==> config.mk <==
export PLATFORM = sky130hd
export DESIGN_NAME = gost_round_ctrl
export DESIGN_NICKNAME = d
export VERILOG_FILES = /design/src/rtl/gost_pkg.sv /design/src/rtl/gost_round.sv /design/src/rtl/gost_round_ctrl.sv
export SDC_FILE = /design/constraint.sdc
export NUM_CORES = 1
export LEC_CHECK = 0
export CELL_PAD_IN_SITES_DETAIL_PLACEMENT = 1
export CELL_PAD_IN_SITES_GLOBAL_PLACEMENT = 1
export CORE_MARGIN = 2
export CORE_UTILIZATION = 30
export DETAILED_ROUTE_END_ITERATION = 16
export PLACE_DENSITY_LB_ADDON = 0.1
export SLEW_MARGIN = 20
export SYNTH_ARGS = -nofsm -noshare
export SYNTH_HDL_FRONTEND = slang
export SYNTH_HIERARCHICAL = 1
export SYNTH_SLANG_ARGS = --single-unit
export TNS_END_PERCENT = 1
==> constraint.sdc <==
create_clock -name clk -period 6 [get_ports clk]
set_input_delay 0.6 -clock clk [delete_from_list [all_inputs] [get_ports clk]]
set_output_delay 0.6 -clock clk [all_outputs]
set_load 0.01 [all_outputs]
==> src/rtl/gost_pkg.sv <==
// Shared definitions for the Magma (GOST R 34.12-2015, 64-bit block) cipher sequencer.
package gost_pkg;

    localparam int MAGMA_ROUNDS = 32;
    localparam int BLOCK_W      = 64;
    localparam int KEY_W        = 256;
    localparam int WORD_W       = 32;
    localparam int ROL_AMT      = 11;

    typedef logic [WORD_W-1:0] word_t;

    typedef enum logic [1:0] {
        ST_IDLE = 2'd0,
        ST_RUN  = 2'd1,
        ST_DONE = 2'd2
    } state_e;

    // Substitution tables pi0..pi7; row j serves nibble j (row 0 = least significant nibble).
    // Within a row, entry v sits at bits [4v+3:4v].
    localparam logic [7:0][63:0] SBOX_TAB = {
        64'h2bc96af43850de71,   // pi7
        64'h73ad0b4fc19652e8,   // pi6
        64'h0e34187bac296fd5,   // pi5
        64'hc24be390d618a5f7,   // pi4
        64'hb9e35a076f4d128c,   // pi3
        64'h069c471edaf2853b,   // pi2
        64'hf0db74e1c5a93286,   // pi1
        64'h1f307d8e9b5a264c    // pi0
    };

    // Nibble-wise substitution of a 32-bit word.
    function automatic word_t s_box(input word_t x);
        word_t y;
        y = '0;
        for (int j = 0; j < 8; j++) begin
            y[4*j +: 4] = SBOX_TAB[j][{x[4*j +: 4], 2'b00} +: 4];
        end
        return y;
    endfunction

    // Zero-based key word (0 = K1 ... 7 = K8) used by round 'round'.
    // Encrypt walks K1..K8 three times then K8..K1; decrypt walks K1..K8 once then K8..K1 three times.
    // Every descending pass is just the inverted low three bits of the round number.
    function automatic logic [2:0] key_index(input logic [4:0] round, input logic decrypt);
        logic ascending;
        ascending = decrypt ? (round < 5'd8) : (round < 5'd24);
        return ascending ? round[2:0] : ~round[2:0];
    endfunction

endpackage

==> src/rtl/gost_round.sv <==
// One Feistel round of Magma: (a1, a0) -> (a0, g(a0) ^ a1), g(x) = rol11(s_box(x + k)).
// Always swaps; the final no-swap round is undone by the controller.
module gost_round
    import gost_pkg::*;
(
    input  logic [WORD_W-1:0] a1_i,
    input  logic [WORD_W-1:0] a0_i,
    input  logic [WORD_W-1:0] rkey_i,
    output logic [WORD_W-1:0] a1_o,
    output logic [WORD_W-1:0] a0_o
);

    word_t sum;
    word_t sub;

    // Key add (carry-out dropped), substitute, rotate left by 11, mix into the other half.
    always_comb begin
        sum  = a0_i + rkey_i;
        sub  = s_box(sum);
        a1_o = a0_i;
        a0_o = {sub[WORD_W-ROL_AMT-1:0], sub[WORD_W-1:WORD_W-ROL_AMT]} ^ a1_i;
    end

endmodule

==> src/rtl/gost_round_ctrl.sv <==
// Magma block sequencer: latches block and key on start, runs 32 rounds UNROLL at a time,
// returns the result with a one-cycle done pulse. One block in flight at a time.
module gost_round_ctrl
    import gost_pkg::*;
#(
    parameter int UNROLL = 1    // rounds per clock: 1, 2, 4 or 8
)
(
    input  logic               clk,
    input  logic               rst,
    input  logic               start,
    input  logic               decrypt,
    input  logic [KEY_W-1:0]   key,
    input  logic [BLOCK_W-1:0] din,
    output logic               ready,
    output logic               done,
    output logic [BLOCK_W-1:0] dout
);

    localparam logic [4:0] CNT_STEP = 5'(UNROLL);
    localparam logic [4:0] LAST_CNT = 5'(MAGMA_ROUNDS - UNROLL);

    state_e                  state_q, state_d;
    logic [4:0]              cnt_q, cnt_d;
    logic [7:0][WORD_W-1:0]  rk_q, rk_d;     // rk_q[0] = K1 ... rk_q[7] = K8
    logic                    dec_q, dec_d;
    word_t                   a1_q, a1_d;
    word_t                   a0_q, a0_d;
    logic [BLOCK_W-1:0]      dout_q, dout_d;
    logic                    ready_q, ready_d;
    logic                    done_q, done_d;

    // Combinational chain of UNROLL rounds; stage 0 is the registered state.
    logic [UNROLL:0][WORD_W-1:0] a1_c;
    logic [UNROLL:0][WORD_W-1:0] a0_c;

    assign a1_c[0] = a1_q;
    assign a0_c[0] = a0_q;

    for (genvar u = 0; u < UNROLL; u++) begin : g_round
        logic [4:0] idx;
        assign idx = cnt_q + 5'(u);

        gost_round u_round (
            .a1_i   (a1_c[u]),
            .a0_i   (a0_c[u]),
            .rkey_i (rk_q[key_index(idx, dec_q)]),
            .a1_o   (a1_c[u+1]),
            .a0_o   (a0_c[u+1])
        );
    end

    // Next-state and next-output computation for the IDLE -> RUN -> DONE sequence.
    always_comb begin
        // NOTE: every _d starts from its _q so no path through the case leaves a latch behind.
        state_d = state_q;
        cnt_d   = cnt_q;
        rk_d    = rk_q;
        dec_d   = dec_q;
        a1_d    = a1_q;
        a0_d    = a0_q;
        dout_d  = dout_q;
        done_d  = 1'b0;

        case (state_q)
            ST_IDLE: begin
                if (start && ready_q) begin
                    state_d = ST_RUN;
                    cnt_d   = '0;
                    dec_d   = decrypt;
                    a1_d    = din[BLOCK_W-1:WORD_W];
                    a0_d    = din[WORD_W-1:0];
                    for (int k = 0; k < 8; k++) begin
                        rk_d[k] = key[KEY_W-1-WORD_W*k -: WORD_W];
                    end
                end
            end
            ST_RUN: begin
                cnt_d = cnt_q + CNT_STEP;
                a1_d  = a1_c[UNROLL];
                a0_d  = a0_c[UNROLL];
                if (cnt_q == LAST_CNT) begin
                    // Round 31 does not swap: undo the swap the round block always performs.
                    state_d = ST_DONE;
                    done_d  = 1'b1;
                    dout_d  = {a0_c[UNROLL], a1_c[UNROLL]};
                end
            end
            ST_DONE: state_d = ST_IDLE;
            default: state_d = ST_IDLE;
        endcase

        ready_d = (state_d == ST_IDLE);
    end

    // State and output registers with synchronous reset.
    always_ff @(posedge clk) begin
        // NOTE: key and block registers are cleared too, so no stale key material survives a reset.
        if (rst) begin
            state_q <= ST_IDLE;
            cnt_q   <= '0;
            rk_q    <= '0;
            dec_q   <= 1'b0;
            a1_q    <= '0;
            a0_q    <= '0;
            dout_q  <= '0;
            ready_q <= 1'b1;
            done_q  <= 1'b0;
        end else begin
            // NOTE: non-blocking so every register samples the pre-edge values of the others.
            state_q <= state_d;
            cnt_q   <= cnt_d;
            rk_q    <= rk_d;
            dec_q   <= dec_d;
            a1_q    <= a1_d;
            a0_q    <= a0_d;
            dout_q  <= dout_d;
            ready_q <= ready_d;
            done_q  <= done_d;
        end
    end

    assign ready = ready_q;
    assign done  = done_q;
    assign dout  = dout_q;

endmodule
======== After elaboration in Yosys (flattened, before gate mapping) ========
Index checks and enable logic that the tools add are counted.
word-level totals
  memory bits (read-only) ................. 0
  bits in registers ....................... 394
  bits in writable memories ............... 0
  output and inout port bits .............. 66
  logic and storage cells ................. 57
  bits in latches ......................... 0
  memories kept ........................... 0
  input bits .............................. 324
cells by class
  equality and inequality tests ........... 3
  order comparisons ....................... 3
  shift operators ......................... 8
  $mul .................................... 0
  bitwise gates (word level) .............. 3
  reductions and logical operators ........ 8
  add/sub/neg operators ................... 2
  muxes and demuxes ....................... 14
  divide/modulo/power cells ............... 0
operators with widths
  cell                       count
  $shiftx A64 B7 Y4 const A  8
  $pmux W32 S2               2
  $bmux W32 S3               1
  $mux W32                   3
  $add A32 B32 Y32           1
  $xor A32 B32 Y32           1
  $pmux W5 S2                1
  $reduce_and A2 Y1          3
  $add A5 B1 Y5 const B      1
  $eq A5 B5 Y1 const B       1
  $lt A5 B4 Y1 const B       1
  $lt A5 B5 Y1 const B       1
  $mux W5                    1
  $logic_not A2 Y1           2
  $lt A3 B4 Y1 const B       1
  $mux W2                    2
  $pmux W2 S2                1
  $mux W3                    1
  $not A3 Y3                 1
  $eq A2 B1 Y1 const B       1
  $mux W1                    2
  $ne A2 B2 Y1 const B       1
  $reduce_bool A2 Y1         1
  $reduce_or A2 Y1           1
  other kinds (2)            2

======== Logic depth before layout (Yosys ltp) ========
  word-level depth ........................ 9
  depth in mapped cells ................... 25
  depth with buffers taken out ............ 22

======== By module ========
Netlist, hierarchy kept.
modules (own cells, without submodules)
  module           area each (µm²)  sequential area each (µm²)  instances  cells an instance
  gost_round_ctrl  17973.5          7887.6                      1          2222
  gost_round       3806.2           0.0                         1          487

======== Worst setup path before layout ========
No wires, ideal clock.
  path type ............................... register to register
  start ................................... register cnt_q[4]
  end ..................................... register a0_q[7]
  path buffers ............................ 2
  slack ................................... 1.240 ns
  stages on the path, launching flop included .. 25
  library setup time ...................... 0.132 ns
  data arrival time ....................... 4.628 ns
  data required time ...................... 5.868 ns
  clock period less this slack ............ 4.760 ns
  path through ............................ dfxtp_1 > maj3_4 > buf_6 > buf_6 > mux2i_1 > o22ai_1 > o221ai_1 > ha_1 > inv_1 > fa_1 > nand2b_1 > a21oi_1 > o21ai_2 > o31a_1 > a21oi_1 > o221ai_1 > xnor2_1 > inv_1 > ha_1 > or2_2 > mux2i_1 > mux2i_1 > xor2_1 > a22oi_1 > a21oi_1
RTL lines
  element                   line                    source
  start: declaration        gost_round_ctrl.sv:24   logic [4:0] cnt_q, cnt_d;
  start signal: assignment  gost_round_ctrl.sv:112  cnt_q <= cnt_d;
  end signal: assignment    gost_round_ctrl.sv:105  a0_q <= '0;
  end signal: assignment    gost_round_ctrl.sv:116  a0_q <= a0_d;
  end: declaration          gost_round_ctrl.sv:28   word_t a0_q, a0_d;

==> results.md <==
* Status: complete, no violations
* Grt ovf at 0
* Main combinational cell family by area after synthesis: compound AO/OA/AOI/OAI gates
* Crit end category: flop
* Final setup viols at 0
* Clock sinks at around 400
* Critical Path AT at between 6 and 7 ns
* Slowest stage delay, CP at about 0.54 ns
* RSZ-0062 raised after global routing: no
* Router iterations before antenna repair at 7
* #FFs+latches synth at roughly 400
* FF-to-FF End: a0_q[7]
* Clk slew on worst S/H paths at around 0.060 ns
* Post-DR vias/cell at between 5 and 6
* Power Total at 8.10 mW
* Critical path's slowest cell: o221ai_1
* Crit path max fanout at 23
* Drt total wl at between 90000 and 100000 um
* Sequential fraction of the synthesis area at 0.362
* Nets at ~3400
* CP delay by family, top: compound AO/OA/AOI/OAI gates
* Register-to-register setup slack at roughly 0.34 ns
* Fin. Hold Viols at 0
* Power Density at 290 nW/um^2
* Hold Slack at 0.442 ns
* Max_cap viols at 0
* Worst-Skew Late Latency at roughly 0.61 ns
* Global-route wire length before repair at around 130000 um
* Number of max-slew violations in the final report at 0
* Worst Max-Slew Pin Slew at around 1.1 ns
* CTS H-tree lvls at 2
* Asr flop ratio synth at 0
* HP Start: rst
* Final worst path period share at 0.943
* Routed len/inst at 23.1 um
* Detailed-route via count at 20800
* Clock root cell: clkbuf_16
* Antenna viol nets, final at 0
* Total GRT Usage at 0.238
* Die area at around 75000 um^2
* Worst-path cell chain: maj3_4 > buf_4 > mux2i_1 > o221ai_1 > buf_4 > o221ai_1 > ha_1 > a21o_1 > a21o_1 > a21o_1 > a311o_1 > a21oi_1 > o31ai_1 > xnor2_2 > buf_4 > ha_1 > or2_2 > mux2i_1 > mux2i_1 > xor2_1 > a22oi_1 > a21oi_1
* Filler instances at between 8000 and 9000
* Post-synthesis adder-cell area fraction at 0.0418
* Multi-input logic area at between 10000 and 15000 um^2
* Worst Path Buf+Inv at 3
* Top FF cell, synth: dfxtp_1
* Distinct cell type count after synthesis at 76
* XOR/XNOR share of the synthesized area at 0.0306
* Vias in the first global route at about 21000
* Tmin final at between 5 and 6 ns
* Post-synthesis compound-gate area fraction at 0.227
* Mapped Avg Cell Area at 8.04 um^2
* Register area at 7900 um^2
* Worst reg2reg path startpoint: cnt_q[4]
* Largest net degree at the start of global routing at 201
* CTS max path bufs at 3
* Startpoint Class: flop
* Post-Syn Area at ~22000 um^2
* Starting Density at 0.304
* Slew headroom at 0.275
* TNS Setup at 0 ns
* Core region area at between 70000 and 80000 um^2
* Setup CP Type: reg -> reg
* Total nets after synthesis at just over 3000
* Data required, critical path at 6.43 ns
* # diodes at 0
* Area delta synth->final at 28.1%
* Number of antenna violations at the first check in global routing at 1
* Post-synthesis mux area share at 0.0950
* Final GP Congestion at around 0.87
* TritonCTS clock tree: yes
* Layout cells sized above 1 at 0.0734
* Chip width at between 200 and 300 um
* Syn. warnings at 6
* DP HPWL at 69700 um
* Hold Crit Class: in -> reg
* Syn Inst Count at ~2700
* Row Count at 98
* Initial DRC count at ~1200
* Maximum resistive drop on vdd at between 0.15 and 0.2 mV
* Num CTS Buffers at 47
* Reg2Reg Depth at 22
* Worst Hold Path EP: rk_q[61]
* Final Core Density at 0.389
* Final Skew at approximately 0.031 ns
* WHS Path Cells at 2
* Leak Pwr at ~10 nW
* CTS Hold Buffers Added at 0
* Synth Area in Simple Gates at 0.180
* Post-synth EDFFs at 0
* Die height at 273 um
* I/O Buffers at 389
* Peak Freq at about 180 MHz
* I/O Pins at 390
* DRC errors left at 0
-- how the worst max path moves through the flow --
stage | from | to | slack [ns] | cells past startpoint
floorplan | cnt_q[4] | a0_q[7] | 1.24 | 24
global placement | cnt_q[4] | a0_q[7] | 0.35 | 23
detailed placement | cnt_q[4] | a0_q[7] | 0.17 | 23
CTS | cnt_q[4] | a0_q[7] | 0.12 | 23
global route | cnt_q[4] | a0_q[7] | 0.005 | 23
finish | cnt_q[4] | a0_q[7] | 0.34 | 22
-- final cells by class --
class                           count  area share
Multi-Input combinational cell   2028       0.452
Clock buffer                       66      0.0494
Inverter                           40     0.00538
Timing Repair Buffer              451       0.160
Clock inverter                     20     0.00744
Tap cell                          950      0.0426
Sequential cell                   394       0.283
-- worst register-to-register path, delay by kind of cell, from the launching register on --
family          cells  cell delay, ns
buf+inv             3            0.80
xor+xnor            2            0.34
compound gates     10            2.12
simple gates        1            0.30
mux                 3            0.51
flops               1            0.39
fa+ha+maj           3            1.02
-- logic make-up after synthesis --
logic type      count (synthesis)
compound gates                758
xor+xnor                       68
fa+ha+maj                      72
buf+inv                       287
flops                         394
mux                           193
simple gates                  937
-- flip-flops by register name, summed over array words and instances (netlist names) --
| register | count |
|---|---|
| rk_q | 256 |
| dout | 64 |
| a0_q | 32 |
| a1_q | 32 |
| cnt_q | 5 |
| state_q | 2 |
| dec_q | 1 |
| done | 1 |
| ready | 1 |
-- cell usage after synthesis, types with 5 or more instances --
master	number	area [um^2]
o21ai_0	23	115
mux2i_1	150	1500
nand2b_1	39	244
buf_1	5	18.8
a22o_1	64	561
xnor2_1	34	298
inv_1	40	150
nor2b_1	70	438
a21o_1	16	120
dfxtp_1	394	7890
a22oi_1	95	713
buf_4	41	308
buf_2	65	325
o22ai_1	32	200
nor2_1	106	398
nor3_1	5	25.0
and3_1	8	50.1
nand3_1	13	65.1
a21oi_1	371	1860
o221ai_1	98	858
xor2_1	27	236
nand2_1	673	2530
mux2_2	35	394
a211oi_1	5	37.5
ha_1	70	876
mux4_2	7	158
buf_6	9	101
clkbuf_1	127	477
-- per-layer routing --
layer	wire, um	global-route usage
met5	0	0
met4	3020	0.0808
met3	3230	0.0275
met2	46000	0.426
met1	39100	0.293
-- layout by cell type, fill, tap and decap left out, drive strengths merged, types with 4 or more instances in the layout --
| cell | count |
|---|---|
| dfxtp | 394 |
| buf | 63 |
| ha | 70 |
| o2111ai | 4 |
| mux2i | 150 |
| xnor2 | 37 |
| o211ai | 4 |
| mux2 | 36 |
| nor2 | 106 |
| nor3 | 7 |
| clkinv | 9 |
| a21oi | 374 |
| nand2 | 673 |
| o221ai | 98 |
| mux4 | 7 |
| clkinvlp | 7 |
| o22ai | 32 |
| a22oi | 95 |
| a21o | 16 |
| clkbuf | 66 |
| nand4 | 4 |
| a211oi | 6 |
| inv | 41 |
| and2 | 5 |
| a31oi | 4 |
| nand2b | 39 |
| o21ai | 28 |
| clkdlybuf4s50 | 388 |
| and3 | 8 |
| a22o | 64 |
| o21bai | 4 |
| xor2 | 30 |
| nand3 | 13 |
| nor2b | 70 |
-- power by group --
group / internal [mW] / total, mW / switching, mW
clock network: 1.74 / 2.96 / 1.22
registers: 2.80 / 3.04 / 0.237
logic: 0.892 / 2.10 / 1.21
-- through the flow --
stage	setup slack, ns	cell area [um^2]	std cells
final	0.343	27900	3949
after global routing	0.00548	27900	3949
after CTS	0.119	27800	3944
after detailed placement	0.172	26300	3858
after global placement	0.354	26300	3858
after floorplan	1.24	21800	2709
-- repair_timing --
item | in CTS | in global routing
setup buffers | 0 | 5
endpoints found under the setup margin | 0 | 7
endpoints found under the hold margin | 0 | 0
resized for setup | 0 | 4
Note: power is estimated with default switching activity, not from simulation.
==> patch, RTL diff (same settings) <==
Re-encode `state_e` (3 states) as one-hot, 3 bits wide.
--- a/src/rtl/gost_pkg.sv
+++ b/src/rtl/gost_pkg.sv
@@ -10,8 +10,8 @@
     typedef logic [WORD_W-1:0] word_t;
 
-    typedef enum logic [1:0] {
-        ST_IDLE = 2'd0,
-        ST_RUN  = 2'd1,
-        ST_DONE = 2'd2
+    typedef enum logic [2:0] {
+        ST_IDLE = 3'b001,
+        ST_RUN  = 3'b010,
+        ST_DONE = 3'b100
     } state_e;
 
Check against the original RTL: no difference found for any inputs over 10 cycles, from zero or initial values and one cycle with rst high; not proved beyond that.
==> patch against the original RTL <==
  * Sequential cell count increased by 1
  * Clock power down 2%
  * Synthesized area is 6.3% lower
  * Power fell by 8.4%
  * Via count down 6.4%
  * Highest routed layer unchanged
  * Cell area shrank 4.2%
  * Utilization grew 0.85 points
  * Count of clock-buffer cells in the layout grew 4
  * Worst setup slack worse by 180 ps
  * Critical path depth fell by 1
  * Wire length decreased by 9.7%
  * Largest power group unchanged
  * Combinational power shrank 24%
==> patch: results (changes against the original RTL) <==
Clocking
  – Worst-Skew Late Latency: 600 ps
  – CTS Buf Count: 46 (was 47)

GRT
  – First-pass GRT wire length: 125,000 um (was 135,000 um)
  – Vias in the first global route: 20,400 (was 21,400)
  – Total GRT Usage: 0.229 (was 0.238)
  – Initial antenna violation count: 0 (was 1)
  – Pin count of the biggest net entering global routing: 185 (was 201)

Drt
  – DRT iter0 DRCs: 1,180 (was 1,152)
  – WL/cell: 21.9 um (was 23.1 um)
  – First-pass DRT Iterations: 8 (was 7)
  – Total number of vias: 19,500 (was 20,800)

Place
  – DP Wirelength: 61,700 um (was 69,700 um)
  – Pre-CTS setup slack: 96.2 ps (was 172 ps)
  – Area post-placement: 25,100 um2 (was 26,300 um2)

STA
  – Clock Skews: 22.3 ps (was 30.5 ps)
  – Tmin final: 5840 ps (was 5660 ps)
  – Worst hold margin: 425 ps (was 442 ps)
  – Worst Max-Slew Pin Slew: 1020 ps (was 1080 ps)

Cells and area
  – Layout Nets: 3,245 (was 3,357)
  – # fillers: 7,924 (was 8,436)
  – Share of cells above drive strength 1: 0.0814 (was 0.0734)

Worst setup path
  – Critical path's largest stage delay: 790 ps (was 540 ps)
  – Worst Path Arrival: 6340 ps (was 6090 ps)
  – Critical path peak fanout: 48 (was 23)
  – Worst R2R Setup Slack: 160 ps (was 340 ps)
  – R2R depth: 21 (was 22)
  – Worst path slowest cell: a222oi_1 (was o221ai_1)
  – Critical Path Start: cnt_q[3]$_SDFFE_PP0P_ (was cnt_q[4]$_SDFFE_PP0P_)

Power
  – Leakage: 10.2 nW (was 10.4 nW)
  – Worst vdd ir: 0.000191 V (was 0.000186 V)

Synthesis
  – Synth cell types: 77 (was 76)
  – Sequential fraction of the synthesis area: 0.387 (was 0.362)
  – Most frequent cells after synthesis: 712 x nand2_1, 395 x dfxtp_1, 309 x a21oi_1 (was 673 x nand2_1, 394 x dfxtp_1, 371 x a21oi_1)
  – Synth area leaders: dfxtp_1 39%, nand2_1 13%, a21oi_1 7.6%, ha_1 4.2%, mux2i_1 4.2% (was dfxtp_1 36%, nand2_1 12%, a21oi_1 8.5%, mux2i_1 6.9%, ha_1 4.0%)
  – Post-Synthesis Net Count: 2,956 (was 3,104)

Outcome
  – Outcome: finished, final reports clean (unchanged)

Hold path
  – Hold Path Class: in -> reg (unchanged)
  – Endpoint, Worst Hold: rk_q[136]$_SDFFE_PP0P_ (was rk_q[61]$_SDFFE_PP0P_)
-- patch: cell types whose count changed after synthesis, moves of 40 or more --
cell and delta:
a22oi_1 -95, o221ai_1 -93, nor2b_1 -65, a311oi_1 +64
mux2i_1 -64, nor2_1 +64, a21oi_1 -62, o21ai_1 +40
-- patch: logic make-up after synthesis --
family / Yosys count / synth area share
AOI/OAI and AO/OA: 694 / 0.225
xor gates and xnor gates: 70 / 0.0342
adders and majority gates: 71 / 0.0438
buffers and inverters: 259 / 0.0578
DFF: 395 / 0.387
muxes: 130 / 0.0711
and+or+nand+nor: 943 / 0.181
-- patch: final cells by class --
| type | count | area (um2) | area share |
|---|---|---|---|
| tap | 873 | 1090 | 0.0408 |
| clock buffer | 70 | 1380 | 0.0517 |
| sequential | 395 | 7910 | 0.296 |
| clock inverter | 13 | 164 | 0.00613 |
| timing repair buffer | 464 | 4610 | 0.172 |
| multi-input combinational | 1908 | 11500 | 0.428 |
| inverter | 36 | 135 | 0.00505 |
-- patch: metal layers --
| layer | wire length [um] | vias up | global-route usage |
|---|---|---|---|
| li1 | - | 9434 | - |
| met5 | 0 | - | 0 |
| met4 | 1530 | 0 | 0.0515 |
| met2 | 39200 | 391 | 0.388 |
| met1 | 38600 | 9573 | 0.311 |
| met3 | 3080 | 77 | 0.0285 |
-- patch: what timing repair did --
action / CTS / global route
hold buffers: 0 / 0
setup endpoints to repair: 0 / 19
resized for setup: 0 / 14
buffers inserted: 0 / 3
-- patch: power by group --
group	internal, mW	switching (mW)
Sequential	2.79	0.142
Clock	1.72	1.18
Combinational	0.676	0.909
Total	5.19	2.23
-- patch: through the flow --
step                      power, mW  instances
after floorplan                3.89       2562
after global routing           7.79       3759
after detailed placement       4.58       3673
final                          7.42       3759
after CTS                      7.50       3756
after global placement         4.53       3672
